[src/rtl/cpu_pkg.sv]
// Shared CPU definitions: fetch FSM state encoding and the bubble instruction.
package cpu_pkg;

    typedef enum logic [1:0] {
        IDLE,
        REQ,
        HOLD,
        DRAIN
    } fetch_state_t;

    localparam logic [15:0] NOP_INSTR = 16'h0000;

endpackage

[src/rtl/reg_if_id.sv]
// IF/ID pipeline register: flush beats stall, stall beats load, otherwise a bubble.
module reg_if_id #(
    parameter int                 ADDR_W    = 16,
    parameter int                 INSTR_W   = 16,
    parameter logic [INSTR_W-1:0] NOP_INSTR = '0
) (
    input  logic               clk,
    input  logic               rst_n,
    input  logic               flush,
    input  logic               stall,
    input  logic               load,
    input  logic [INSTR_W-1:0] load_instr,
    input  logic [ADDR_W-1:0]  load_pc,
    output logic               valid,
    output logic [INSTR_W-1:0] instr,
    output logic [ADDR_W-1:0]  pc
);

    // Prioritised update of the valid/instr/pc triple; pc is kept on flush and bubble.
    always_ff @(posedge clk or negedge rst_n) begin
        if (!rst_n) begin
            valid <= 1'b0;
            instr <= NOP_INSTR;
            pc    <= '0;
        end else if (flush) begin
            valid <= 1'b0;
            instr <= NOP_INSTR;
        end else if (!stall) begin
            if (load) begin
                valid <= 1'b1;
                instr <= load_instr;
                pc    <= load_pc;
            end else begin
                valid <= 1'b0;
                instr <= NOP_INSTR;
            end
        end
    end

endmodule

[src/rtl/instr_fetch_unit.sv]
// Fetch stage: req/ack handshake with instruction memory, parking buffer for
// stalled/halted responses, drain of abandoned requests after a flush, and
// pc_hold feedback so the PC advances only when a fetch retires.
module instr_fetch_unit
    import cpu_pkg::*;
#(
    parameter int                 ADDR_W    = 16,
    parameter int                 INSTR_W   = 16,
    parameter logic [INSTR_W-1:0] NOP_INSTR = cpu_pkg::NOP_INSTR
) (
    input  logic               clk,
    input  logic               rst_n,
    input  logic [ADDR_W-1:0]  pc_addr,
    output logic               pc_hold,
    input  logic               halt_sys,
    input  logic               id_stall,
    input  logic               flush,
    output logic               imem_req,
    output logic [ADDR_W-1:0]  imem_addr,
    input  logic               imem_ack,
    input  logic [INSTR_W-1:0] imem_rdata,
    output logic               ifid_valid,
    output logic [INSTR_W-1:0] ifid_instr,
    output logic [ADDR_W-1:0]  ifid_pc
);

    fetch_state_t       state_q;
    fetch_state_t       state_d;
    logic [INSTR_W-1:0] buf_instr_q;
    logic [ADDR_W-1:0]  buf_pc_q;
    logic [ADDR_W-1:0]  drain_addr_q;
    logic               do_accept;
    logic               do_release;
    logic               ifid_load;
    logic [INSTR_W-1:0] ifid_load_instr;
    logic [ADDR_W-1:0]  ifid_load_pc;

    assign do_accept  = (state_q == REQ) && imem_ack && !id_stall && !flush && !halt_sys;
    assign do_release = (state_q == HOLD) && !id_stall && !halt_sys && !flush;

    // State register.
    always_ff @(posedge clk or negedge rst_n) begin
        if (!rst_n) begin
            state_q <= IDLE;
        end else begin
            state_q <= state_d;
        end
    end

    // Next-state selection, bus outputs and PC stall feedback.
    always_comb begin
        state_d   = state_q;
        imem_req  = 1'b0;
        imem_addr = pc_addr;
        pc_hold   = halt_sys ? 1'b1 : (flush ? 1'b0 : !(do_accept || do_release));
        unique case (state_q)
            IDLE: begin
                if (!halt_sys) begin
                    state_d = REQ;
                end
            end
            REQ: begin
                imem_req = 1'b1;
                if (imem_ack && flush) begin
                    state_d = REQ;
                end else if (flush) begin
                    state_d = DRAIN;
                end else if (imem_ack && (id_stall || halt_sys)) begin
                    state_d = HOLD;
                end else begin
                    state_d = REQ;
                end
            end
            HOLD: begin
                if (flush || do_release) begin
                    state_d = REQ;
                end
            end
            DRAIN: begin
                imem_req  = 1'b1;
                imem_addr = drain_addr_q;
                if (imem_ack) begin
                    state_d = REQ;
                end
            end
            default: state_d = IDLE;
        endcase
    end

    // Parking buffer and drain address; the drain address tracks the live request
    // so that a flush can keep the abandoned request stable until its ack.
    always_ff @(posedge clk or negedge rst_n) begin
        if (!rst_n) begin
            buf_instr_q  <= '0;
            buf_pc_q     <= '0;
            drain_addr_q <= '0;
        end else if (state_q == REQ) begin
            drain_addr_q <= pc_addr;
            if (imem_ack && !flush && (id_stall || halt_sys)) begin
                buf_instr_q <= imem_rdata;
                buf_pc_q    <= pc_addr;
            end
        end
    end

    assign ifid_load       = do_accept || do_release;
    assign ifid_load_instr = do_accept ? imem_rdata : buf_instr_q;
    assign ifid_load_pc    = do_accept ? pc_addr : buf_pc_q;

    reg_if_id #(
        .ADDR_W    (ADDR_W),
        .INSTR_W   (INSTR_W),
        .NOP_INSTR (NOP_INSTR)
    ) u_reg_if_id (
        .clk        (clk),
        .rst_n      (rst_n),
        .flush      (flush),
        .stall      (id_stall),
        .load       (ifid_load),
        .load_instr (ifid_load_instr),
        .load_pc    (ifid_load_pc),
        .valid      (ifid_valid),
        .instr      (ifid_instr),
        .pc         (ifid_pc)
    );

endmodule

[config.mk]
export PLATFORM = sky130hd
export DESIGN_NAME = instr_fetch_unit
export DESIGN_NICKNAME = d
export VERILOG_FILES = /design/src/rtl/cpu_pkg.sv /design/src/rtl/reg_if_id.sv /design/src/rtl/instr_fetch_unit.sv
export SDC_FILE = /design/constraint.sdc
export NUM_CORES = 1
export LEC_CHECK = 0
export CAP_MARGIN = 20
export CORE_MARGIN = 1
export CORE_UTILIZATION = 51
export DETAILED_ROUTE_END_ITERATION = 12
export GPL_TIMING_DRIVEN = 0
export PLACE_DENSITY = 0.87
export SETUP_SLACK_MARGIN = 0.02
export SYNTH_ARGS = -nofsm -noshare
export SYNTH_HDL_FRONTEND = slang
export SYNTH_HIERARCHICAL = 1
export SYNTH_SLANG_ARGS = --single-unit
[constraint.sdc]
create_clock -name clk -period 2.8 [get_ports clk]
set_input_delay 0.28 -clock clk [delete_from_list [all_inputs] [get_ports clk]]
set_output_delay 0.28 -clock clk [all_outputs]
set_load 0.01 [all_outputs]
* After elaboration in Yosys (flattened, before gate mapping) *
Index checks and enable logic that the tools add are counted.

operators by class
  equality and inequality tests = 7
  multiplexer cells = 19
  bitwise operators = 2
  reductions and logical operators = 23

operator list
  kind                                                   count
  two-way mux 16 bit                                     6
  two-way mux 2 bit                                      6
  logical AND 1 bit                                      11
  case mux 2 bit (4 select lines)                        1
  two-way mux 1 bit                                      6
  AND reduction 3 bit                                    2
  equality test 2 bit, second input constant             2
  logical NOT 1 bit                                      4
  inequality test 2 x 1 -> 1 bit, second input constant  2
  inequality test 2 bit, second input constant           2
  logical OR 1 bit                                       3
  equality test 2 x 1 -> 1 bit, second input constant    1
  logical NOT 2 bit                                      1
  NOT 1 bit                                              2
  AND reduction 2 bit                                    1
  OR reduction 2 bit                                     1

word-level totals
  output and inout port bits = 51
  logic and storage cells = 58
  bits in registers = 83
  input port bits = 38

* Depth between registers and ports, before layout *
Gate-level depths: netlist (run 1).

  word-level depth = 9
  mapped depth = 9
  gate-level depth less buffers = 5

* Modules after synthesis *
Netlist (run 1), hierarchy kept.

by module, submodules not included
  module            sequential area each (µm²)  instances  cells each  area each (µm²)
  instr_fetch_unit  1251.2                      1          179         2802.7
  reg_if_id         825.8                       1          109         1402.6

* Worst setup path before layout (run 1) *
OpenSTA, ideal clock, no wires.

  kind = reg2reg
  start point = register state_q[1]
  end point = register u_reg_if_id.pc[10]
  period minus slack after synthesis = 2.103 ns
  setup time = 0.125 ns
  required time = 2.675 ns
  path buffers = 3
  path slack = 0.697 ns
  cell stages (with the launch flop) = 9
  arrival time = 1.978 ns
  cell sequence = dfrtp_1 > and2b_1 > buf_6 > a21oi_1 > nor3_1 > buf_6 > nor3b_4 > buf_12 > mux2_4

between the ends
  word-level cells in the longest chain between the ends = 7
  elaborated cells on any way between the ends = 12
  those cells by class = eq/ne: 2; mux: 1; reduce/logical: 9

RTL lines
  element                            line                     text
  start: declaration                 instr_fetch_unit.sv:27   fetch_state_t state_q;
  start signal: assignment           instr_fetch_unit.sv:46   state_q <= state_d;
  equality test 2 x 1 -> 1 bit       instr_fetch_unit.sv:38   assign do_accept = (state_q == REQ) && imem_ack && !id_stall && !flush && !halt_sys;
  logical AND 1 bit (4 in series)    instr_fetch_unit.sv:38
  logical OR 1 bit (*)               instr_fetch_unit.sv:106  assign ifid_load = do_accept || do_release;
  via ifid_load                      instr_fetch_unit.sv:34   logic ifid_load;
  AND reduction 3 bit (no line) (*)  -
  end signal: assignment             reg_if_id.sv:32          pc <= load_pc;
  end: declaration                   reg_if_id.sv:16          output logic [ADDR_W-1:0] pc

Mark *: on every way through the listed nets, which the timed path passes. The rest lies on a longest branch.
A chain may end at the register's enable or synchronous reset.

* Worst setup path after layout (run 1) *
  start point = register state_q[0]
  end point = output imem_addr[4]

between the ends
  word-level cells in the longest chain between the ends = 2

RTL lines
  element              line                    text
  equality test 2 bit  instr_fetch_unit.sv:56  unique case (state_q)
  two-way mux 16 bit   instr_fetch_unit.sv:56
  end: declaration     instr_fetch_unit.sv:19  output logic [ADDR_W-1:0] imem_addr,

Every way passes these cells.

==> impl_metrics.yaml, run 1 <==
outcome:
  run_status: "complete, no violations"
finish:
  nets: 427
  syn2layout_area_growth_pct: 29.7
  finalInstanceArea_sq_um: 5450
  antennaDiodeCount: 0
  layout-drive-gt1-share_pct: 37.3
  final_cell_count_no_fill: 496
sta:
  setup-violations-final: 0
  tightest_slew_ns: 0.486
  finalClockSkew_ns: 0.00766
  holdWs_ns: 0.403
  min_period_ns: 2.65
  fin_ws_ns: 0.148
  max_clock_freq_mhz: 377
  relSlewSlack_pct: 67.6
  rsz0062_at_grt: "no"
  finalMaxSlewViolations: 0
  final_hold_viol_count: 0
  min_period_over_period_pct: 94.7
placed_design:
  dp_hpwl_mm: 5.79
  dp_slack_ns: 0.158
  post-place-cells: 479
  placed_cell_area_sq_um: 5240
  port_buffers: 88
  gp_congestion: 0.733
worst_setup_path:
  reg2reg_from: "state_q[1]"
  criticalPathCategory: "flip-flop to output pin"
  crit_arrival_ns: 2.37
  critPathLaunchType: "flip-flop"
  crit_path_start: "state_q[0]"
  end_kind: "output pin"
  critPathRequiredTime_ns: 2.52
  crit_fanout: 10
floorplan:
  initial_core_util_pct: 53.6
  die_x_microns: 92.8
  die_h_microns: 92.8
  ios: 89
  coreArea_sq_um: 7850
  die_area_sq_um: 8610
  placementRows: 32
logic_synthesis:
  ys_types: 28
  syn-num-nets: 326
  synth_area_per_cell_sq_um: 14.6
  yosys.area.top_type: "dfrtp_1"
  synth_edf_count: 0
  synth_flop_cell: "dfrtp_1"
  synth_cells: 288
  synth_top_area_share_pct: 49.4
  synth-seq-cells: 83
  synth_most_common_cell: "dfrtp_1"
  ys_seq_area_share_pct: 49.4
  ys_warn_count: 6
  ys_top_cells_by_area: "dfrtp_1 (49%), mux2_4 (25%), mux2_2 (12%), nand3b_1 (2.9%), buf_6 (2.4%)"
  synth_commonest_cells: "dfrtp_1 (83), mux2_4 (69), mux2_2 (43), a21oi_1 (17), nand2_1 (17)"
  synthArstFlopShare_pct: 100
  synth_area_sq_um: 4210
pwr:
  clockPowerShare_pct: 21.8
  p_switching_w: 0.00105
  p_seq_share_pct: 42.8
  p_per_area_nw_per_um2: 732
  vdd_drop_max_uv: 452
  p_int_w: 0.00294
  p_leak_nw: 2.49
  comb_power_share_pct: 35.4
  total_power_w: 0.00399
  switching_share_pct: 26.4
global_routing:
  grt_max_degree: 55
  grt_pass1_wl_mm: 14.2
  grt.overflow.total: 0
  grt_pass1_vias: 2770
  antenna_found_initial: 0
  track_usage_pct: 21.4
drt:
  drt-total-wl_mm: 8.47
  ant_nets: 0
  drt-vias-per-instance: 5.28
  vias: 2617
  drc: 0
  first_pass_iters: 4
  wl_per_cell_microns: 17.1
  drtIter0Drc: 93
clocking:
  path_clk_slew_ns: 0.08
  cts_tree: "done"
  post_cts_resize_count: 0
  clockBufferDepth: 2
  h-tree-depth: 3
  numCtsBuffers: 9
  post_cts_buffers: 0
  cts_root_buf: "clkbuf_8"
  hold_buffers: 1
  clock_latency_ns: 0.35
  clkSinkCount: 83
run:
  maxCapViolCount: 0
worst_hold_path:
  hp-class: "primary input to asynchronous set/reset pin"
[path summary, 6_finish.rpt]
| kind | endpoint | slack [ns] | depth (start not counted) |
|---|---|---|---|
| max | imem_addr[4] | 0.15 | 5 |
| max reg2reg | u_reg_if_id/pc[10] | 0.36 | 8 |
| min in group clk | drain_addr_q[8] | 0.51 | 1 |
| min | buf_instr_q[3] | 0.40 | 2 |
| max in group asynchronous | buf_instr_q[8] | 1.78 | 3 |
| min reg2reg | drain_addr_q[8] | 0.51 | 1 |
[cells by family (layout without fill, tap and decap cells)]
family,count (synthesis),count (layout),share of synthesized area [%]
buffers and inverters,24,130,4.34
DFF,83,83,49.4
AOI/OAI and AO/OA,22,22,2.83
muxes,113,113,36.4
and+or+nand+nor,46,46,7.05
[critical path: stages, from the launching register on]
cell             delay (ns)
dfrtp_1                0.37
buf_4                  0.16
nand2_1                0.28
buf_2                  0.34
mux2_2                 0.39
clkdlybuf4s50_1        0.48
[power groups by stage]
stage	Combinational (W)	Clock, W	Sequential [W]
2_1_floorplan	0.000920	0	0.00171
3_3_place_gp	0.00138	0	0.00171
3_5_place_dp	0.00141	0	0.00172
4_1_cts	0.00143	0.000892	0.00171
5_1_grt	0.00150	0.000943	0.00175
6_report	0.00141	0.000870	0.00171
[per-layer routing]
| metal | global-route usage, % | part of all wire, % | vias to the layer above |
|---|---|---|---|
| met5 | 0 | 0 | - |
| met4 | 8.08 | 1.4 | 0 |
| li1 | - | - | 1216 |
| met3 | 4.11 | 5.3 | 10 |
| met2 | 33.8 | 47 | 72 |
| met1 | 29.1 | 46 | 1319 |
[cell type report]
| class | instances | area (sq um) |
|---|---|---|
| well taps | 102 | 128 |
| fillers | 559 | 2390 |
| clock inverters | 5 | 62.6 |
| flip-flops and latches | 83 | 2080 |
| multi-input cells | 181 | 1950 |
| plain buffers | 21 | 171 |
| inverters | 3 | 11.3 |
| clock buffers | 11 | 141 |
| repair buffers | 90 | 916 |
[flip-flops by register name, summed over array words and instances (netlist names)]
name	cells
u_reg_if_id/valid	1
u_reg_if_id/instr	16
buf_instr_q	16
u_reg_if_id/pc	16
state_q	2
buf_pc_q	16
drain_addr_q	16
[cell usage in the layout, fill, tap and decap left out, types with 7 or more instances in the layout]
master            n
clkbuf_8         10
a21oi_1          17
clkbuf_1          7
nand2_1          17
nand3b_1         16
mux2_2           43
clkdlybuf4s50_1  87
mux2_4           69
buf_6             9
dfrtp_1          83
[metrics by stage]
step,utilization [%],TNS [ns]
after floorplan,-,0
after global placement,66.4,-130.03
after detailed placement,66.8,0
after CTS,69.5,0
after global routing,69.5,0
final,69.5,0
Note: power is estimated with default switching activity, not from simulation.
==> inputs of run 2 (changes only) <==
- CORE_UTILIZATION: 51 -> 49
- PLACE_DENSITY: 0.87 -> 0.86
- SETUP_SLACK_MARGIN: 0.02 -> 0.2
- SYNTH_HIERARCHICAL: 1 -> not set
==> impl_metrics.yaml, run 2 <==
outcome:
  run_status: "complete, no violations"
floorplan:
  ios: 89
  coreArea_sq_um: 6980
  placementRows: 30
  die_area_sq_um: 7740
  initial_core_util_pct: 51.9
  die_h_microns: 88.0
  die_x_microns: 88.0
clocking:
  clkSinkCount: 83
  cts_tree: "done"
  clockBufferDepth: 2
  numCtsBuffers: 9
  h-tree-depth: 3
  cts_root_buf: "clkbuf_8"
  path_clk_slew_ns: 0.08
  clock_latency_ns: 0.35
sta:
  setup-violations-final: 0
  tightest_slew_ns: 0.518
  max_clock_freq_mhz: 392
  min_period_over_period_pct: 91.2
  finalClockSkew_ns: 0.0110
  min_period_ns: 2.55
  setup_tns_ns: 0
  relSlewSlack_pct: 65.5
  rsz0062_at_grt: "yes"
  finalMaxSlewViolations: 0
  fin_ws_ns: 0.246
  final_hold_viol_count: 0
logic_synthesis:
  synth_commonest_cells: "dfrtp_1 (83), mux2_2 (63), a22o_1 (32), a2bb2oi_1 (16), o22ai_1 (16)"
  synth_flop_cell: "dfrtp_1"
  synth-compound-area-share_pct: 15.5
  synth_area_per_cell_sq_um: 14.1
  ys_seq_area_share_pct: 57.4
  muxShareOfSynthArea_pct: 19.9
  synth_top_family_by_area: "multiplexers"
  ys_warn_count: 0
  synth-seq-cells: 83
  synth-simple-area-share_pct: 3.70
  ys_types: 27
  synth_fa_ha_area_share_pct: 0
  synth_top_area_share_pct: 57.4
  yosys.area.top_type: "dfrtp_1"
  synth_cells: 256
  synthArstFlopShare_pct: 100
  ys_top_cells_by_area: "dfrtp_1 (57%), mux2_2 (20%), a22o_1 (7.7%), a2bb2oi_1 (3.9%), o22ai_1 (2.8%)"
  synth_xor_xnor_area_share_pct: 0
  synth_most_common_cell: "dfrtp_1"
  syn-num-nets: 294
  synth_edf_count: 0
  synth_area_sq_um: 3620
global_routing:
  grt_pass1_wl_mm: 13.1
  grt_pass1_vias: 2646
  grt_max_degree: 52
  antenna_found_initial: 0
  track_usage_pct: 22.5
  grt.overflow.total: 0
pwr:
  p_switching_w: 0.00106
  p_leak_nw: 2.05
  comb_power_share_pct: 30.8
  clockPowerShare_pct: 22.2
  total_power_w: 0.00366
  vdd_drop_max_uv: 387
  p_per_area_nw_per_um2: 751
  p_seq_share_pct: 47.0
  p_int_w: 0.00260
  switching_share_pct: 28.9
finish:
  layout-drive-gt1-share_pct: 28.2
  final_cell_mix: "clkdlybuf4s50_1 (87), dfrtp_1 (83), mux2_2 (63), a22o_1 (32)"
  regArea_sq_um: 2080
  mostFrequentLayoutCell: "clkdlybuf4s50_1"
  finalInstanceArea_sq_um: 4870
  nets: 398
  syn2layout_area_growth_pct: 34.6
  antennaDiodeCount: 0
  fill_cells: 511
  multiInputGateArea_sq_um: 1420
worst_setup_path:
  reg2reg_from: "state_q[1]"
  critPathLaunchType: "flip-flop"
  end_kind: "output pin"
  critPathBufInv: 4
  cp_slowest_stage_delay_ns: 0.57
  slowest_stage: "clkdlybuf4s50_1"
  cpMostUsedCell: "buf_2"
  critPathRequiredTime_ns: 2.52
  criticalPathCategory: "flip-flop to output pin"
  path_cells: "buf_2 > nand2b_1 > buf_2 > a21boi_4 > buf_4 > a21oi_1 > clkdlybuf4s50_1"
  crit_family: "buffers and inverters"
  crit_arrival_ns: 2.27
  r2r_setup_slack_ns: 0.99
  rr_worst_depth: 5
  crit_fanout: 10
  reg2reg_to: "buf_instr_q[3]"
drt:
  drc: 0
  drtIter0Drc: 85
  vias: 2566
  wl_per_cell_microns: 17.6
  first_pass_iters: 4
  drt-total-wl_mm: 8.10
  drt-vias-per-instance: 5.57
  ant_nets: 0
placed_design:
  port_buffers: 88
  placed_cell_area_sq_um: 4650
  dp_slack_ns: 0.0813
  gp_congestion: 0.703
  dp_hpwl_mm: 5.59
worst_hold_path:
  hp-class: "primary input to asynchronous set/reset pin"
run:
  maxCapViolCount: 0
run 2: changes by cell type in the layout (fill, tap and decap cells not counted), sizes merged, moves of 2 or more:
cell and change:
inv -2, mux2 -48, nand2b +2, nand3b -16, a2bb2oi +15, buf +4, nand2 -16, nor3 +2
o22ai +16, a22o +32, a21oi -15
run 2: repair_timing:
action	4_1_cts	5_1_grt
hold buffers	1	0
resized for setup	1	1
endpoints found under the setup margin	11	11
pin swaps	1	1
buffers inserted	1	2
hold endpoints to repair	32	0
run 2: kinds of logic (layout without fill, tap and decap cells):
logic type,count (synthesis),in the layout
flip-flops,83,83
AND/OR/NAND/NOR,17,17
multiplexers,64,64
AO/OA/AOI/OAI,69,69
buffers and inverters,23,132
run 2: power by group through the flow:
stage | clock (W) | sequential (W) | combinational [W]
after floorplan | 0 | 0.00174 | 0.000574
after global placement | 0 | 0.00172 | 0.00109
after detailed placement | 0 | 0.00174 | 0.00113
after CTS | 0.000819 | 0.00172 | 0.00114
after global routing | 0.000879 | 0.00176 | 0.00121
final | 0.000813 | 0.00172 | 0.00113
run 2: per-layer routing:
layer	global-route usage, %	vias up	part of all wire [%]
met5	0	-	0
met4	7.75	0	1.3
met3	3.77	10	3.9
met2	36.1	57	49
met1	31.1	1322	46
li1	-	1177	-
run 2: worst max-delay path by stage:
stage	cells after the start	startpoint	endpoint	slack (ns)
floorplan	4	state_q[0]	imem_addr[10]	1.20
global placement	1	rst_n	drain_addr_q[10]	-1.38
detailed placement	6	flush	pc_hold	0.08
CTS	7	state_q[0]	pc_hold	0.15
global route	7	state_q[0]	pc_hold	0.14
finish	7	state_q[0]	pc_hold	0.25
run 2: final cells by class:
class	instances	share of cell area (%)
timing repair buffer	93	19.3
tap	96	2.46
clock buffer	11	3.11
clock inverter	5	0.770
sequential	83	42.6
buffer	22	2.59
inverter	1	0.0770
multi-input combinational	150	29.1
run 2: worst register-to-register path, cell delays in order, from the launching register on:
cell and delay (ns):
dfrtp_1 0.37, buf_2 0.18, nand3b_4 0.26, nor3_4 0.33, buf_6 0.22, mux2_2 0.35
run 2: through the flow:
step	hold slack [ns]	utilization [%]	instances
after floorplan	-0.0156	-	256
after global placement	0.469	66.2	440
after detailed placement	0.262	66.6	441
after CTS	0.423	69.6	459
after global routing	0.462	69.8	461
final	0.420	69.8	461
